<file path="src/rtl/fuzzy_sched.sv">
// Round-robin scheduler that feeds one station's clamped rain/soil sample at a time to an
// external fuzzy risk engine, waits for its result (with timeout) and reports it.
module fuzzy_sched #(
    parameter int unsigned TIMEOUT  = 15,
    parameter int unsigned ALARM_TH = 170
) (
    input  logic        clk,
    input  logic        rst_n,
    input  logic [3:0]  req,
    input  logic [31:0] rain_in,
    input  logic [31:0] soil_in,
    output logic [3:0]  grant,
    output logic        eng_en,
    output logic [7:0]  eng_rain,
    output logic [7:0]  eng_soil,
    input  logic [7:0]  eng_risk,
    input  logic        eng_done,
    output logic        res_valid,
    output logic [1:0]  res_id,
    output logic [7:0]  res_risk,
    output logic        res_alarm,
    output logic        err_timeout,
    output logic [7:0]  timeout_cnt
);

    // Wide enough to count up to TIMEOUT without wrapping.
    localparam int unsigned CntW = (TIMEOUT < 2) ? 1 : $clog2(TIMEOUT + 1);

    typedef enum logic [1:0] {StIdle, StGrant, StWait, StResult} state_e;

    state_e state_q, state_d;

    logic [3:0]      grant_q, grant_d;
    logic            eng_en_q, eng_en_d;
    logic [7:0]      eng_rain_q, eng_rain_d;
    logic [7:0]      eng_soil_q, eng_soil_d;
    logic            res_valid_q, res_valid_d;
    logic [1:0]      res_id_q, res_id_d;
    logic [7:0]      res_risk_q, res_risk_d;
    logic            res_alarm_q, res_alarm_d;
    logic            err_timeout_q, err_timeout_d;
    logic [7:0]      timeout_cnt_q, timeout_cnt_d;
    logic [CntW-1:0] wait_cnt_q, wait_cnt_d;
    logic [1:0]      ptr_q, ptr_d;
    logic [1:0]      win_q, win_d;

    logic            rr_found;
    logic [1:0]      rr_win;
    logic            wait_expired;

    function automatic logic [7:0] clamp100(input logic [7:0] v);
        return (v > 8'd100) ? 8'd100 : v;
    endfunction

    // Last WAIT cycle before timeout; eng_done sampled in it still wins.
    assign wait_expired = (wait_cnt_q == CntW'(TIMEOUT - 1));

    // Round-robin search starting one past the last winner.
    always_comb begin
        rr_found = 1'b0;
        rr_win   = 2'd0;
        for (int k = 1; k <= 4; k++) begin
            if (!rr_found && req[ptr_q + 2'(k)]) begin
                rr_found = 1'b1;
                rr_win   = ptr_q + 2'(k);
            end
        end
    end

    // State register.
    always_ff @(posedge clk) begin
        if (!rst_n) begin
            state_q <= StIdle;
        end else begin
            state_q <= state_d;
        end
    end

    // Next-state logic.
    always_comb begin
        state_d = state_q;
        unique case (state_q)
            StIdle:   if (rr_found) state_d = StGrant;
            StGrant:  state_d = StWait;
            StWait:   if (eng_done || wait_expired) state_d = StResult;
            StResult: state_d = StIdle;
            default:  state_d = StIdle;
        endcase
    end

    // Next values of the registered outputs and datapath.
    always_comb begin
        grant_d       = 4'd0;
        eng_en_d      = 1'b0;
        eng_rain_d    = eng_rain_q;
        eng_soil_d    = eng_soil_q;
        res_valid_d   = 1'b0;
        res_id_d      = res_id_q;
        res_risk_d    = res_risk_q;
        res_alarm_d   = res_alarm_q;
        err_timeout_d = 1'b0;
        timeout_cnt_d = timeout_cnt_q;
        wait_cnt_d    = wait_cnt_q;
        ptr_d         = ptr_q;
        win_d         = win_q;
        unique case (state_q)
            StIdle: begin
                if (rr_found) begin
                    grant_d    = 4'b0001 << rr_win;
                    eng_rain_d = clamp100(rain_in[{rr_win, 3'b000} +: 8]);
                    eng_soil_d = clamp100(soil_in[{rr_win, 3'b000} +: 8]);
                    ptr_d      = rr_win;
                    win_d      = rr_win;
                end
            end
            StGrant: begin
                eng_en_d   = 1'b1;
                wait_cnt_d = '0;
            end
            StWait: begin
                wait_cnt_d = wait_cnt_q + 1'b1;
                if (eng_done) begin
                    res_valid_d = 1'b1;
                    res_id_d    = win_q;
                    res_risk_d  = eng_risk;
                    res_alarm_d = ({24'd0, eng_risk} >= ALARM_TH);
                end else if (wait_expired) begin
                    res_valid_d   = 1'b1;
                    res_id_d      = win_q;
                    res_risk_d    = 8'd0;
                    res_alarm_d   = (ALARM_TH == 0);
                    err_timeout_d = 1'b1;
                    if (timeout_cnt_q != 8'hFF) timeout_cnt_d = timeout_cnt_q + 8'd1;
                end else begin
                    eng_en_d = 1'b1;
                end
            end
            StResult: begin
            end
            default: begin
            end
        endcase
    end

    // Output and datapath registers.
    always_ff @(posedge clk) begin
        if (!rst_n) begin
            grant_q       <= 4'd0;
            eng_en_q      <= 1'b0;
            eng_rain_q    <= 8'd0;
            eng_soil_q    <= 8'd0;
            res_valid_q   <= 1'b0;
            res_id_q      <= 2'd0;
            res_risk_q    <= 8'd0;
            res_alarm_q   <= 1'b0;
            err_timeout_q <= 1'b0;
            timeout_cnt_q <= 8'd0;
            wait_cnt_q    <= '0;
            ptr_q         <= 2'd3;
            win_q         <= 2'd0;
        end else begin
            grant_q       <= grant_d;
            eng_en_q      <= eng_en_d;
            eng_rain_q    <= eng_rain_d;
            eng_soil_q    <= eng_soil_d;
            res_valid_q   <= res_valid_d;
            res_id_q      <= res_id_d;
            res_risk_q    <= res_risk_d;
            res_alarm_q   <= res_alarm_d;
            err_timeout_q <= err_timeout_d;
            timeout_cnt_q <= timeout_cnt_d;
            wait_cnt_q    <= wait_cnt_d;
            ptr_q         <= ptr_d;
            win_q         <= win_d;
        end
    end

    assign grant       = grant_q;
    assign eng_en      = eng_en_q;
    assign eng_rain    = eng_rain_q;
    assign eng_soil    = eng_soil_q;
    assign res_valid   = res_valid_q;
    assign res_id      = res_id_q;
    assign res_risk    = res_risk_q;
    assign res_alarm   = res_alarm_q;
    assign err_timeout = err_timeout_q;
    assign timeout_cnt = timeout_cnt_q;

endmodule

</file>
<file path="config.mk">
export PLATFORM = sky130hd
export DESIGN_NAME = fuzzy_sched
export DESIGN_NICKNAME = d
export VERILOG_FILES = /design/src/rtl/fuzzy_sched.sv
export SDC_FILE = /design/constraint.sdc
export NUM_CORES = 1
export LEC_CHECK = 0
export BUFFER_PORTS_ARGS = -buffer_cell sky130_fd_sc_hd__buf_2
export CORE_MARGIN = 2
export CORE_UTILIZATION = 25
export CTS_BUF_LIST = sky130_fd_sc_hd__clkbuf_4
export DETAILED_ROUTE_END_ITERATION = 10
export HOLD_SLACK_MARGIN = 0.03
export SLEW_MARGIN = 20
export SYNTH_ARGS = -nofsm -noshare
export SYNTH_HDL_FRONTEND = slang
export SYNTH_SLANG_ARGS = --single-unit
</file>
<file path="constraint.sdc">
create_clock -name clk -period 1.95 [get_ports clk]
set_input_delay 0.2925 -clock clk [delete_from_list [all_inputs] [get_ports clk]]
set_output_delay 0.2925 -clock clk [all_outputs]
set_load 0.01 [all_outputs]
</file>
==> run metrics, run 1 <==
status=finished, violations left; violated checks=setup timing; placed cells=571; Reg2Reg Depth=8; synthesized cell area=0.00264 mm2; std cell rows=37; Startpoint Class=flip-flop; first-pass iteration count of the detailed router=4; Avg Cell Area, Syn=a little under 9 um2; # IOs=121; max incr delay on CP=400 ps; cell family with most CP delay=multiplexers; GRT overflow=0; DP HPWL=5.71 mm; clk slew on worst S/H paths=170 ps; Clock Skew=23.1 ps; initial core utilization=0.257; Post-synth EDFFs=0; Final Util=0.373; Inserted Diodes=0; CTS tree=yes; CP arrival=2430 ps; Remaining DRCs=0; # setup viols final=6; min Tclk post-route=2100 ps; core box area=roughly 0.010 mm2; Worst Tran Pin Value=approximately 670 ps; Die Footprint=0.0114 mm2; reg2reg start=ptr_q[1]$_SDFFE_PN1P_; Sink Count=52; final worst slack=-148 ps; syn nets=381; leakage power=0.00181 uW; Synthesis Warnings=0; critical path's slowest cell=dfxtp_4; Design Area, Final=0.00383 mm2; register area share after synthesis=0.395; drt wl/cell=12.3 um; RSZ-0062 raised after global routing=yes; worst-path cell chain=mux2i_2 -> o221ai_4 -> buf_12 -> mux2i_1 -> mux2_2 -> or2_4 -> o21ai_4 -> o221a_1; first-pass GRT wire length=11.8 mm; Setup crit end kind=flip-flop; commonest non-fill, non-tap cell in the layout=buf_2; DP Area=between 0.003 and 0.004 mm2; Max Clk Rate=0.477 GHz; pwr dens=1150 mW/mm2; Pint=approximately 2700 uW; crit path kind=flip-flop to flip-flop; Clock H-tree levels=2; Worst R2R End=eng_rain[2]$_SDFFE_PN0P_; Tot GR Track Use=0.127; Worst Hold End=res_risk[6]$_SDFFE_PN0P_; Max Cap Violations=0; hold crit path type=input port to flip-flop; min-delay src=eng_risk[6]; CP required=roughly 2300 ps; Final Hold Fails=0; Tcrit/Tclk final=1.08; largest net degree at the start of global routing=25; Seq cells post-synth=52; sw frac=0.379; wirelength, routed=7.20 mm; Clock Latency Late Sink=approximately 370 ps; Max Slew Vio Count=0; die height=between 100 and 150 um; vias per inst=4.51; maximum vdd drop=515 uV; Clk pwr share=0.140; initial antenna violation count=0; gpl congestion=0.763; CP max FO=17; ANT nets after route=0; Mapped Cells=295; Area growth, synth to finish=45.2%; most frequent cells in the layout=buf_2 (120), dfxtp_1 (48), nor2_1 (40); sequential share of power=0.322; Hold Path Depth=3; Die X=107 um; DRT iter0 DRCs=105; Synth Flop Type=dfxtp_1; R2R setup slack=-150 ps; NetSw=1670 uW; final non-filler cell total=slightly below 600; vias in the first global route=2,611; worst relative slew slack=0.551; routed vias=2,631; Clock Root Buffer=clkbuf_4; Yosys cell types=43; FFs w/ async S/R, synth=0; Port Buffers=120; CP bufs+invs=1; Final Net Count=533; CTS buffer count=5; Bufs on Longest Clock Path=2; combinational fraction of design power=0.538; share of layout cells above drive strength 1=0.458
state kept, by name, summed over array words and instances, names as in the netlist:
| register | flops |
|---|---|
| err_timeout | 1 |
| state_q | 2 |
| timeout_cnt | 8 |
| win_q | 2 |
| ptr_q | 2 |
| eng_rain | 8 |
| eng_en | 1 |
| eng_soil | 8 |
| res_alarm | 1 |
| res_id | 2 |
| res_risk | 8 |
| wait_cnt_q | 4 |
| grant | 4 |
| res_valid | 1 |
per-layer routing:
layer  GRT usage  vias up  wire (um)
met5           0        -          0
met4      0.0288        0         82
met3      0.0304        8        426
met2       0.221       67       3420
met1       0.159     1209       3270
li1            -     1347          -
worst reg2reg max path: stages (launching register included):
cell      delay, ps
dfxtp_4         400
mux2i_2         270
o221ai_4        150
buf_12          170
mux2i_1         120
mux2_2          270
or2_4           290
o21ai_4         200
o221a_1         200
worst max path at each step:
stage	from	endpoint	slack (ps)	cells past startpoint
2_1_floorplan	state_q[0]$_SDFFE_PN0P_	timeout_cnt[5]$_SDFFE_PN0P_	-20	9
3_3_place_gp	req[2]	eng_rain[1]$_SDFFE_PN0P_	-230	11
3_5_place_dp	req[3]	eng_rain[0]$_SDFFE_PN0P_	-320	11
4_1_cts	ptr_q[1]$_SDFFE_PN1P_	eng_rain[0]$_SDFFE_PN0P_	-180	9
5_1_grt	ptr_q[1]$_SDFFE_PN1P_	eng_rain[2]$_SDFFE_PN0P_	-260	9
6_report	ptr_q[1]$_SDFFE_PN1P_	eng_rain[2]$_SDFFE_PN0P_	-150	8
area by class of cell:
| cell class | instances | area (um2) |
|---|---|---|
| inverters | 8 | 30.0 |
| flip-flops and latches | 52 | 1050 |
| multi-input cells | 219 | 1580 |
| clock buffers | 5 | 37.5 |
| fillers | 1096 | 6450 |
| well taps | 136 | 170 |
| repair buffers | 161 | 925 |
| clock inverters | 3 | 42.5 |
power groups by stage:
stage                     sequential (uW)  combinational, uW  clock (uW)
after floorplan                      1500               1310           0
after CTS                            1420               2290         644
after global routing                 1440               2610         691
after detailed placement             1430               2210           0
final                                1420               2360         615
after global placement               1420               2190           0
what timing repair did:
action,CTS,global route
setup endpoints to repair,8,20
gates resized for setup,3,16
setup buffers,5,0
pin swaps,0,3
hold buffers,0,0
logic make-up (layout without fill, tap and decap cells):
logic type,after synthesis,in the layout,share of synthesized area
flip-flops,52,52,0.395
XOR/XNOR,6,6,0.0199
buffers and inverters,24,177,0.0489
adder cells (fa/ha/maj),7,7,0.0332
AO/OA/AOI/OAI,61,61,0.153
multiplexers,46,46,0.181
AND/OR/NAND/NOR,99,99,0.169
Yosys cell counts, types with 2 or more instances:
library cell / number / area, um2
nand2_1: 25 / 93.8
o21ai_2: 2 / 17.5
buf_6: 2 / 22.5
inv_1: 7 / 26.3
nor2_1: 41 / 154
o21ai_0: 12 / 60.1
o41ai_1: 2 / 17.5
nor3_1: 6 / 30.0
nand2b_1: 6 / 37.5
a31oi_1: 4 / 25.0
nand3_1: 5 / 25.0
a22oi_1: 10 / 75.1
and3_1: 2 / 12.5
mux2_2: 7 / 78.8
nand4_1: 4 / 25.0
o211ai_1: 2 / 15.0
or3_1: 2 / 12.5
clkbuf_1: 9 / 33.8
xor2_1: 3 / 26.3
xnor2_1: 3 / 26.3
nor2b_1: 3 / 18.8
buf_2: 3 / 15.0
ha_1: 7 / 87.6
dfxtp_1: 52 / 1040
a21oi_1: 20 / 100
mux2i_1: 37 / 370
nor3b_1: 2 / 15.0
a32o_1: 2 / 20.0
stage by stage:
step / setup TNS, ps / hold WS [ps] / total power [uW] / setup WS, ps
CTS: -866 / 147 / 4350 / -179
global route: -1930 / 140 / 4740 / -261
global placement: -1580 / 444 / 3610 / -230
floorplan: -17.3 / 436 / 2810 / -17.3
finish: -639 / 178 / 4390 / -148
detailed placement: -2110 / 448 / 3640 / -322
(Power assumes the default switching activity.)
==> inputs of run 2 (changes only) <==
- CORE_MARGIN: 2 -> unset
- CTS_CLUSTER_SIZE: unset -> 8
- clock period: 1.95 -> 2.73 ns (I/O delays scaled with it)
==> run metrics, run 2 (same netlist as run 1, synthesis figures left out) <==
core box area=about 0.010 mm2; cell family with most CP delay=compound AO/OA/AOI/OAI gates; Inserted Diodes=0; Die X=105 um; sw frac=0.392; max incr delay on CP=approximately 490 ps; # setup viols final=0; Max Clk Rate=0.407 GHz; Hold Path Depth=3; Final Net Count=499; dpl ws=156 ps; Die Footprint=roughly 0.011 mm2; Reg2Reg Depth=8; Remaining DRCs=0; largest net degree at the start of global routing=31; cell depth of the worst setup path=8; share of layout cells above drive strength 1=0.360; Clk pwr share=0.160; worst-path cell chain=nand2b_1 -> a21oi_1 -> o221ai_4 -> buf_12 -> mux2_2 -> o21ai_2 -> o21ai_2 -> o41ai_1; clk slew on worst S/H paths=roughly 160 ps; first-pass GRT wire length=11.4 mm; Pint=1680 uW; CP arrival=2740 ps; Sink Count=52; worst relative slew slack=0.391; Design Area, Final=0.00347 mm2; area of the multi-input gates=roughly 0.0015 mm2; sequential share of power=0.364; crit path kind=flip-flop to flip-flop; RSZ-0062 raised after global routing=no; Fin Setup TNS=0 ps; DP HPWL=5.32 mm; drt wl/cell=12.3 um; Startpoint Class=flip-flop; combinational fraction of design power=0.476; CP required=3010 ps; Tot GR Track Use=0.127; gpl congestion=around 0.8; final worst slack=between 200 and 300 ps; fill cell count=1,103; pwr dens=799 mW/mm2; Final Hold Fails=0; CTS tree=yes; NetSw=1090 uW; # IOs=121; maximum vdd drop=around 310 uV; hold crit path type=input port to flip-flop; die height=105 um; vias in the first global route=2,483; Area growth, synth to finish=31.4%; Clock H-tree levels=2; status=complete, no violations; cts hold-fix bufs=0; Port Buffers=120; Max Cap Violations=0; std cell rows=37; DP Area=0.00339 mm2; Bufs on Longest Clock Path=2; post_cts resized=0; routed vias=approximately 2,500; Tcrit/Tclk final=0.901; min Tclk post-route=2460 ps; Worst Tran Pin Value=912 ps; CP bufs+invs=1; CTS buffer count=5; critical path's slowest cell=dfxtp_1; Clock Skew=20.0 ps; commonest non-fill, non-tap cell in the layout=buf_2; vias per inst=4.56; Max Slew Vio Count=0; Clock Root Buffer=clkbuf_4; CP max FO=23; Crit path top cell by count=o21ai_2; first-pass iteration count of the detailed router=4; GRT overflow=0; initial antenna violation count=0; Setup Buffers After CTS=0; DRT iter0 DRCs=roughly 150; most frequent cells in the layout=buf_2 (120), dfxtp_1 (52), nor2_1 (41); wirelength, routed=6.77 mm; leakage power=0.00162 uW; initial core utilization=0.257; Clock Latency Late Sink=about 370 ps; ANT nets after route=0; Setup crit end kind=flip-flop; storage element area=0.00104 mm2
## run 2: cell types whose count changed in the layout (fill, tap and decap cells not counted), moves of 3 or more
cell     before  now
buf_4        39    6
dfxtp_1      48   52
dfxtp_2       3    0
mux2i_1      34   37
mux2i_2       4    1
## run 2: layout make-up
cell class / instances / share of cell area
Clock inverter: 3 / 0.0123
Timing Repair Buffer: 127 / 0.192
Multi-Input combinational cell: 219 / 0.427
Tap cell: 136 / 0.0491
Sequential cell: 52 / 0.300
Inverter: 8 / 0.00866
Clock buffer: 5 / 0.0108
## run 2: final timing paths
path,startpoint,slack (ps),endpoint
min reg2reg,eng_rain[3]$_SDFFE_PN0P_,480,eng_rain[3]$_SDFFE_PN0P_
max reg2reg,ptr_q[1]$_SDFFE_PN1P_,270,eng_rain[1]$_SDFFE_PN0P_
min,eng_risk[0],270,res_risk[0]$_SDFFE_PN0P_
max,ptr_q[1]$_SDFFE_PN1P_,270,eng_rain[1]$_SDFFE_PN0P_
## run 2: routing by layer
metal | part of all wire | wire length [um] | global-route usage | vias to the layer above
li1 | - | - | - | 1281
met1 | 0.45 | 3020 | 0.152 | 1156
met2 | 0.48 | 3280 | 0.221 | 65
met3 | 0.059 | 403 | 0.0324 | 6
met4 | 0.010 | 68 | 0.0382 | 0
met5 | 0 | 0 | 0 | -
## run 2: worst reg2reg max path, delay by kind of cell, from the launching register on
kind            cells  cell delay, ps
compound gates      5            1100
flops               1             490
mux                 1             360
buf+inv             1             250
simple gates        1             150
## run 2: power by group through the flow
stage | clock, uW | sequential (uW) | combinational [uW]
after floorplan | 0 | 1060 | 915
after global placement | 0 | 1020 | 1310
after detailed placement | 0 | 1020 | 1340
after CTS | 462 | 1010 | 1340
after global routing | 490 | 1030 | 1470
final | 442 | 1010 | 1320
## run 2: stage by stage
| stage | instances | utilization | hold slack, ps | total power, uW |
|---|---|---|---|---|
| 2_1_floorplan | 295 | - | 436 | 1980 |
| 3_3_place_gp | 542 | 0.329 | 444 | 2340 |
| 3_5_place_dp | 542 | 0.329 | 448 | 2360 |
| 4_1_cts | 550 | 0.337 | 245 | 2810 |
| 5_1_grt | 550 | 0.337 | 274 | 2990 |
| 6_report | 550 | 0.337 | 268 | 2770 |
